File: config.mk
export PLATFORM = sky130hd
export DESIGN_NAME = tx_retry_ctl
export DESIGN_NICKNAME = d
export VERILOG_FILES = /design/src/rtl/tx_retry_ctl.sv
export SDC_FILE = /design/constraint.sdc
export NUM_CORES = 1
export LEC_CHECK = 0
export BUFFER_PORTS_ARGS = -buffer_cell sky130_fd_sc_hd__buf_2
export CAP_MARGIN = 30
export CORE_AREA = 4 4 102 104
export DETAILED_ROUTE_END_ITERATION = 16
export DIE_AREA = 0 0 106 108
export GPL_TIMING_DRIVEN = 0
export PLACE_DENSITY = 0.6
export SLEW_MARGIN = 20
export SYNTH_ARGS = -nofsm -noshare
export SYNTH_HDL_FRONTEND = slang
export SYNTH_SLANG_ARGS = --single-unit
File: constraint.sdc
create_clock -name clk -period 4.5 [get_ports clk]
set_clock_uncertainty 0.15 [all_clocks]
set_input_delay 0.675 -clock clk [delete_from_list [all_inputs] [get_ports clk]]
set_output_delay 0.675 -clock clk [all_outputs]
set_load 0.01 [all_outputs]
File: src/rtl/tx_retry_ctl.sv
// tx_retry_ctl: per-frame transmit retry/backoff controller.
// Tracks one frame through TX, ACK wait, timeout and retransmission, keeps the
// retry count and contention-window exponent, draws random backoff slots, and
// emits a single-cycle tx_try_complete pulse with the final status.
//
// Ports:
//   clk, rstn            clock, synchronous active-low reset
//   max_retry[3:0]       retransmissions allowed after the first attempt
//   ack_timeout[15:0]    ACK wait length in clk cycles
//   tx_start, need_ack   new frame pulse and its ACK requirement
//   linux_prio_in, tx_queue_idx_in, tx_pkt_sn_in   metadata sampled with tx_start
//   tx_end, ack_ok       attempt finished / ACK received pulses
//   busy                 frame in flight (through the complete cycle)
//   retrans_req          retransmission request pulse
//   tx_try_complete      frame finished pulse
//   tx_status[4:0]       {fail, retry_cnt}
//   cw[3:0]              contention-window exponent
//   num_slot_random[9:0] last drawn backoff slot count
//   linux_prio, tx_queue_idx, tx_pkt_sn   latched metadata
module tx_retry_ctl #(
  parameter int unsigned CW_MIN_EXP = 4,
  parameter int unsigned CW_MAX_EXP = 10
) (
  input  logic        clk,
  input  logic        rstn,
  input  logic [3:0]  max_retry,
  input  logic [15:0] ack_timeout,
  input  logic        tx_start,
  input  logic        need_ack,
  input  logic [1:0]  linux_prio_in,
  input  logic [1:0]  tx_queue_idx_in,
  input  logic [9:0]  tx_pkt_sn_in,
  input  logic        tx_end,
  input  logic        ack_ok,
  output logic        busy,
  output logic        retrans_req,
  output logic        tx_try_complete,
  output logic [4:0]  tx_status,
  output logic [3:0]  cw,
  output logic [9:0]  num_slot_random,
  output logic [1:0]  linux_prio,
  output logic [1:0]  tx_queue_idx,
  output logic [9:0]  tx_pkt_sn
);

  localparam int unsigned TIMER_W = 16;
  localparam int unsigned SLOT_W  = 10;
  localparam int unsigned SN_W    = 10;
  localparam int unsigned CNT_W   = 4;

  typedef enum logic [1:0] {
    S_IDLE     = 2'd0,
    S_TX       = 2'd1,
    S_WAIT_ACK = 2'd2
  } state_t;

  state_t              r_state, w_state_nxt;
  logic [15:0]         r_lfsr;
  logic [15:0]         w_lfsr_nxt;
  logic [TIMER_W-1:0]  r_timer, w_timer_nxt;
  logic [CNT_W-1:0]    r_retry, w_retry_nxt;
  logic [3:0]          r_cw, w_cw_nxt, w_cw_inc;
  logic [SLOT_W-1:0]   r_slot, w_slot_nxt;
  logic                r_need_ack, w_need_ack_nxt;
  logic [1:0]          r_prio, w_prio_nxt;
  logic [1:0]          r_qidx, w_qidx_nxt;
  logic [SN_W-1:0]     r_sn, w_sn_nxt;
  logic                r_busy, w_busy_nxt;
  logic                r_retrans, w_retrans_nxt;
  logic                r_complete, w_complete_nxt;
  logic [4:0]          r_status, w_status_nxt;

  // Backoff draw: low LFSR bits masked to 2^exp - 1
  function automatic logic [SLOT_W-1:0] draw(input logic [SLOT_W-1:0] rnd,
                                             input logic [3:0] exp);
    logic [SLOT_W:0] mask;
    mask = (11'd1 << exp) - 11'd1;
    return rnd & mask[SLOT_W-1:0];
  endfunction

  // Fibonacci LFSR, x^16 + x^14 + x^13 + x^11 + 1
  assign w_lfsr_nxt = {r_lfsr[14:0], r_lfsr[15] ^ r_lfsr[13] ^ r_lfsr[12] ^ r_lfsr[10]};

  assign w_cw_inc = (r_cw >= 4'(CW_MAX_EXP)) ? 4'(CW_MAX_EXP) : r_cw + 4'd1;

  // Registers
  always_ff @(posedge clk) begin
    if (!rstn) begin
      r_state    <= S_IDLE;
      r_lfsr     <= 16'hACE1;
      r_timer    <= '0;
      r_retry    <= '0;
      r_cw       <= '0;
      r_slot     <= '0;
      r_need_ack <= 1'b0;
      r_prio     <= '0;
      r_qidx     <= '0;
      r_sn       <= '0;
      r_busy     <= 1'b0;
      r_retrans  <= 1'b0;
      r_complete <= 1'b0;
      r_status   <= '0;
    end else begin
      r_state    <= w_state_nxt;
      r_lfsr     <= w_lfsr_nxt;
      r_timer    <= w_timer_nxt;
      r_retry    <= w_retry_nxt;
      r_cw       <= w_cw_nxt;
      r_slot     <= w_slot_nxt;
      r_need_ack <= w_need_ack_nxt;
      r_prio     <= w_prio_nxt;
      r_qidx     <= w_qidx_nxt;
      r_sn       <= w_sn_nxt;
      r_busy     <= w_busy_nxt;
      r_retrans  <= w_retrans_nxt;
      r_complete <= w_complete_nxt;
      r_status   <= w_status_nxt;
    end
  end

  // Next-state and output logic
  always_comb begin
    w_state_nxt    = r_state;
    w_timer_nxt    = r_timer;
    w_retry_nxt    = r_retry;
    w_cw_nxt       = r_cw;
    w_slot_nxt     = r_slot;
    w_need_ack_nxt = r_need_ack;
    w_prio_nxt     = r_prio;
    w_qidx_nxt     = r_qidx;
    w_sn_nxt       = r_sn;
    w_retrans_nxt  = 1'b0;
    w_complete_nxt = 1'b0;
    w_status_nxt   = r_status;

    unique case (r_state)
      S_IDLE: begin
        if (tx_start) begin
          w_need_ack_nxt = need_ack;
          w_prio_nxt     = linux_prio_in;
          w_qidx_nxt     = tx_queue_idx_in;
          w_sn_nxt       = tx_pkt_sn_in;
          w_retry_nxt    = '0;
          w_cw_nxt       = 4'(CW_MIN_EXP);
          w_slot_nxt     = draw(r_lfsr[SLOT_W-1:0], 4'(CW_MIN_EXP));
          w_state_nxt    = S_TX;
        end
      end
      S_TX: begin
        if (tx_end) begin
          if (r_need_ack) begin
            w_timer_nxt = ack_timeout;
            w_state_nxt = S_WAIT_ACK;
          end else begin
            w_complete_nxt = 1'b1;
            w_status_nxt   = {1'b0, r_retry};
            w_state_nxt    = S_IDLE;
          end
        end
      end
      S_WAIT_ACK: begin
        if (r_timer != '0) w_timer_nxt = r_timer - 16'd1;
        // ACK has priority over a simultaneous expiry
        if (ack_ok) begin
          w_complete_nxt = 1'b1;
          w_status_nxt   = {1'b0, r_retry};
          w_state_nxt    = S_IDLE;
        end else if (r_timer == '0) begin
          // >= keeps retry_cnt bounded even if max_retry drops mid-frame
          if (r_retry >= max_retry) begin
            w_complete_nxt = 1'b1;
            w_status_nxt   = {1'b1, r_retry};
            w_state_nxt    = S_IDLE;
          end else begin
            w_retry_nxt   = r_retry + 4'd1;
            w_cw_nxt      = w_cw_inc;
            w_slot_nxt    = draw(r_lfsr[SLOT_W-1:0], w_cw_inc);
            w_retrans_nxt = 1'b1;
            w_state_nxt   = S_TX;
          end
        end
      end
      default: w_state_nxt = S_IDLE;
    endcase

    // busy stays up through the complete cycle
    w_busy_nxt = (w_state_nxt != S_IDLE) || w_complete_nxt;
  end

  assign busy            = r_busy;
  assign retrans_req     = r_retrans;
  assign tx_try_complete = r_complete;
  assign tx_status       = r_status;
  assign cw              = r_cw;
  assign num_slot_random = r_slot;
  assign linux_prio      = r_prio;
  assign tx_queue_idx    = r_qidx;
  assign tx_pkt_sn       = r_sn;

endmodule

Word level (Yosys, flattened, before mapping). Index checks and enable logic that the tools add are counted.

Add/subtract/negate cells: 4. Magnitude comparators: 2. Equality and inequality tests: 12. Shifts and indexed selects: 1. Muxes and demuxes: 40. Bitwise gates (word level): 7. Reduce and logical (&&, ||, !) cells: 12.

Operator list (count): $mux 16 (3); $mux 10 (4); $mux 4 (9); $pmux 16 s2 (1); $mux 5 (5); $pmux 10 s2 (1); $logic_not 16->1 (1); $ne 2x2->1 const B (8); $pmux 4 s2 (2); $reduce_bool 16->1 (1); $sub 16x1->16 const B (1); $and 10x10->10 (1); $mux 2 (5); $pmux 5 s2 (1); $reduce_and 5->1 (2); $shl 1x4->10 const A (1); $sub 10x1->10 const B (1); $add 4x1->4 const B (2); $mux 1 (7); $ne 3x3->1 const B (2); $pmux 2 s3 (1); $reduce_bool 2->1 (3); $ge 4x4->1 (1); $ge 4x4->1 const B (1); other kinds (10) (14).

Flip-flop bits (word level): 75. Input bits: 40. Output and inout bits: 36.

Logic depth before layout (Yosys ltp).
Depth in word-level cells: 9. Gate-level depth with buffers: 13. Depth with buffers taken out: 11.

Worst setup path after synthesis. Ideal clock, no wire load.

Kind: reg-to-reg. Start: reg r_cw[0], in the netlist cw[0]. End: reg r_slot[6], in the netlist num_slot_random[6]. Library setup time: 0.087 ns. Data arrival time: 2.394 ns. Data required time: 4.263 ns. Path slack: 1.869 ns. Stages on the path, launching flop included: 13. Cell sequence: dfxtp_1 clkbuf_1 inv_1 ha_1 o31a_1 nor2_1 nand3_1 ha_1 clkbuf_1 nand2_1 o21ai_0 a22o_1 o31ai_1.

Longest elaborated chain between the ends: 9.

Ends and longest elaborated chain: start: declaration (line 62) `logic [3:0] r_cw, w_cw_nxt, w_cw_inc;`; start signal: assignment (line 108) `r_cw <= w_cw_nxt;`; $add 4x1->4 / $ge 4x4->1 (equally long branches) (line 84) `assign w_cw_inc = (r_cw >= 4'(CW_MAX_EXP)) ? 4'(CW_MAX_EXP) : r_cw + 4'd1;`; $mux 4 (*) (line 84); $shl 1x4->10 (*) (line 77) `mask = (11'd1 << exp) - 11'd1;`; $sub 10x1->10 (*) (line 77); $and 10x10->10 (*) (line 78) `return rnd & mask[SLOT_W-1:0];`; $mux 10 (*) (line 170) `if (r_retry >= max_retry) begin`; $mux 10 (*) (line 168) `end else if (r_timer == '0) begin`; $mux 10 (*) (line 164) `if (ack_ok) begin`; $pmux 10 s2 (*) (line 136) `unique case (r_state)`; end signal: assignment (line 109) `r_slot <= w_slot_nxt;`; end: declaration (line 63) `logic [SLOT_W-1:0] r_slot, w_slot_nxt;`.

Every way passes the cells marked *; elsewhere a longest branch is shown, timed or not. The select of a mux whose other input is x is not followed. A chain may end at the register's enable or synchronous reset.

Worst setup path after layout. Ends and elaborated chain as after synthesis.

==> out/results.txt <==
The flow ran to the end, and the final reports show no timing, DRC or antenna violations. The worst register-to-register path has a depth of 12. After synthesis, the share of flip-flops with an asynchronous set or reset is 0%. The final-report max-slew violation count is 0, and the total setup buffers inserted after CTS is 0. The run gives 4240 um^2 as the post-place instance area.

STA classifies the critical path startpoint as a flop. In the global route stage, met2 resource usage came out at 27.0%. The multiplexer fraction of the synthesized cell area is 1.89%, and the total routing resource utilization after global routing is 18.0%. The tree built by TritonCTS fans out to 75 sinks. The worst setup path is of the reg -> reg kind. Once detail routing completed, the nets flagged for antenna violations numbered 0. The tree is rooted in a sky130_fd_sc_hd__clkbuf_8. The number of enable-type register cells in the synthesized netlist was 0; the area used by sequential logic in the layout was 1500 um^2. The tightest min-delay check is of the reg -> reg type. Setup repair after global routing left no endpoint under its margin. The tools report the synthesized net count as 501. Compared with the post-synthesis result, the final layout area differs by 20.1%. Total power divided by cell area: 324 nW/um^2.

The number of clock buffers added by TritonCTS is 9. The synthesized netlist devotes 23.9% of its cell area to simple gates. The logs give 16.5 mm for the wire length of the first global-routing pass and 1470 ps for the final worst setup slack.

Per report_power, the sequential group accounts for 49.0% of the total. Final hold analysis gives a worst-case slack of 278 ps. The highest ir drop seen on vdd came out at 0.136 mV. Summing the areas of all fa, ha and maj instances in the mapped netlist gives 4.40% of the synthesized area. The first detailed-routing pass took 4 iterations. Across all layers, the routed design uses 3468 vias. Summed over all failing endpoints, the final setup total negative slack is 0 ps.

The pin slew with the least headroom to its limit works out to 785 ps. Setup violations remaining at the end of the flow were counted as 0. The register-to-register setup slack is 1470 ps, and the max-cap check violation count is 0.

Summing the areas of all xor and xnor instances in the mapped netlist gives 1.18% of the synthesized area. The final period utilization is 67.4%, and the instance count of the mapped netlist is 448. For this design the static power due to leakage is 1.88 nW. Initial antenna violation count: 0.

The library cell used most frequently in the layout, excluding fill and tap cells, is sky130_fd_sc_hd__buf_2. The tools report the internal power component as 1.05 mW. The top cell types in the final layout, fill and taps aside, are 84 x sky130_fd_sc_hd__buf_2, 75 x sky130_fd_sc_hd__dfxtp_1, 71 x sky130_fd_sc_hd__nand2_1. Using the TritonRoute via totals, the vias-per-cell ratio works out to 5.16. The multi-input combinational cells in the finished layout cover a total of 2000 um^2. In the synthesized netlist the dominant register cell turns out to be sky130_fd_sc_hd__dfxtp_1.

The run gives 587 as the final layout net count. The final routed DRC violation total is 0, and the hold-fix buffer count after cts is 0. Clock-pin slew was measured on the worst setup and hold paths at 80 ps. TritonCTS built the clock tree. Counting flops and latches in the post-synthesis netlist gives 75.

For the clock latency at the later pin of the worst-skew pair, the log shows 350 ps. The tools report the number of rows in the core area as 36. The run gives 4620 ps as the data required time at the worst endpoint. The share of total power in combinational logic came out at 14.7%.

The pin count of the biggest net entering global routing came out at 14. Routability-driven placement finished with a final weighted congestion of 0.888. The tools report the violation count after the first detailed-routing iteration as 225.

For this run, the number of Yosys warnings is 0. For this run, the number of standard cells in the final layout without fillers is 672. Summing internal, switching and leakage power gives 1.44 mW. Dividing the synthesized area by the synthesized cell count gives 8.26 um^2. The count of antenna diodes in the layout was 0; the final cell area excluding filler cells was 4440 um^2.

The start point of the worst hold path is r_lfsr[14]. Of all nets on the critical path, the largest fanout is 9. The detailed-route wire length is 9.90 mm.

For met3 alone, demand over resource in global routing was 4.60%. The number of global-route vias before repair is 3358. The complex-gate fraction of the synthesized area is 22.7%. The core region is 9550 um^2. The x dimension of the die is 106 um. The most heavily used metal layer in global routing is met2. The maximum clock path buffer count was 2; the utilization after layout was 46.5%. The count of buffers added on input and output ports is 75.

Dividing the detail-routed wire length by the instance count gives 14.7 um. The end of the worst register-to-register path is num_slot_random[6]. Data on the critical path arrives at its endpoint at 3150 ps. The met1 layer usage reported by global route came out at 25.3%. The die boundary height was 108 um; the starting density of the core was 38.7%.

Switching share of power: 27.4%. Number of cells on the worst hold path: 1. Total number of H-tree levels: 3. The shortest period the worst path allows works out to 3030 ps. In this run, placement finished with an instance count of 656. Of the cells placed in the final design, the portion with a size suffix greater than 1 is 22.6%. Global routing finished with a remaining overflow of 0. Largest family of logic cells by synthesized area: simple AND/OR/NAND/NOR gates.

The share of total power dissipated in the clock network is 36.3%. After legalization and detailed placement, the total HPWL measured 7.48 mm. Portion of the post-synthesis area used by sequential elements: 40.6%. Counting the fill cells in the layout gives 1000.

Before CTS, the worst setup slack after placement is 1390 ps. The net switching component of the power is 0.394 mW. Summing every instance area after synthesis gives 3700 um^2.

The run gives 11400 um^2 as the total die area. The remaining max-slew budget at the tightest pin was 47.2%; the peak clock frequency supported by timing was 330 MHz. The type of element capturing the critical path is a flop. The final hold violation count came out at 0. In this run the count of I/O pins placed on the die edge is 76.

The synthesized netlist contains 59 unique library cells. The hold-critical path endpoint was r_lfsr[15]. Post-CTS repair changed the size of 0 cells. The critical register-to-register path startpoint was cw[0].
routing by layer:
layer,wire length (um),vias to the layer above
met4,119,0
li1,-,1752
met1,4900,1616
met2,4310,92
met5,0,-
met3,564,8
worst max-delay path by stage:
stage                       startpoint            endpoint  depth (start not counted)
after floorplan                  cw[0]  num_slot_random[6]                         12
after global placement    max_retry[0]  num_slot_random[6]                          8
final                            cw[0]  num_slot_random[6]                         12
after CTS                        cw[0]  num_slot_random[6]                         12
after global routing             cw[0]  num_slot_random[6]                         12
after detailed placement  max_retry[0]               cw[0]                          8
cells in the mapped netlist, drive strengths merged (7+ instances only):
master / n / area [um^2]
nand2: 71 / 267
a21oi: 43 / 215
and2: 13 / 81.3
nand2b: 15 / 93.8
nor2: 28 / 105
mux2i: 7 / 70.1
ha: 13 / 163
clkbuf: 19 / 71.3
o21ai: 26 / 134
inv: 16 / 60.1
buf: 12 / 63.8
dfxtp: 75 / 1500
nand3: 12 / 60.1
cells by family (layout without fill, tap and decap cells):
kind of cell             Yosys count  after routing
AND/OR/NAND/NOR                  178            178
AO/OA/AOI/OAI                    123            123
flip-flops                        75             75
buffers and inverters             47            138
adder cells (fa/ha/maj)           13             13
multiplexers                       7              7
XOR/XNOR                           5              5
worst max-delay path, stage by stage (launching register included):
cell	delay, ps
sky130_fd_sc_hd__dfxtp_1	370
sky130_fd_sc_hd__clkbuf_1	320
sky130_fd_sc_hd__inv_1	140
sky130_fd_sc_hd__ha_1	430
sky130_fd_sc_hd__nand3_1	110
sky130_fd_sc_hd__nor2_1	250
sky130_fd_sc_hd__nand3_1	150
sky130_fd_sc_hd__ha_1	210
sky130_fd_sc_hd__clkbuf_1	190
sky130_fd_sc_hd__nand2_1	120
sky130_fd_sc_hd__o21ai_0	90
sky130_fd_sc_hd__a22o_1	240
sky130_fd_sc_hd__o31ai_1	180
power groups by stage:
stage / registers [mW] / logic (mW) / clock network, mW
6_report: 0.707 / 0.211 / 0.523
5_1_grt: 0.710 / 0.235 / 0.571
4_1_cts: 0.707 / 0.212 / 0.536
3_5_place_dp: 0.722 / 0.211 / 0
3_3_place_gp: 0.721 / 0.209 / 0
2_1_floorplan: 0.725 / 0.134 / 0
area by class of cell:
class                   instances  area share [%]
clock inverters                 6            1.46
inverters                      16            1.35
well taps                     133            3.74
flip-flops and latches         75            33.8
plain buffers                  31            3.04
clock buffers                  10            3.10
repair buffers                 75            8.45
multi-input cells             326            45.1
registers in the layout (all words and copies together), names as in the netlist:
signal,count
r_retry,4
cw,4
tx_queue_idx,2
num_slot_random,10
r_timer,16
r_lfsr,16
r_need_ack,1
tx_pkt_sn,10
tx_try_complete,1
retrans_req,1
linux_prio,2
tx_status,5
busy,1
r_state,2
Power figures use the tool's default switching activity.
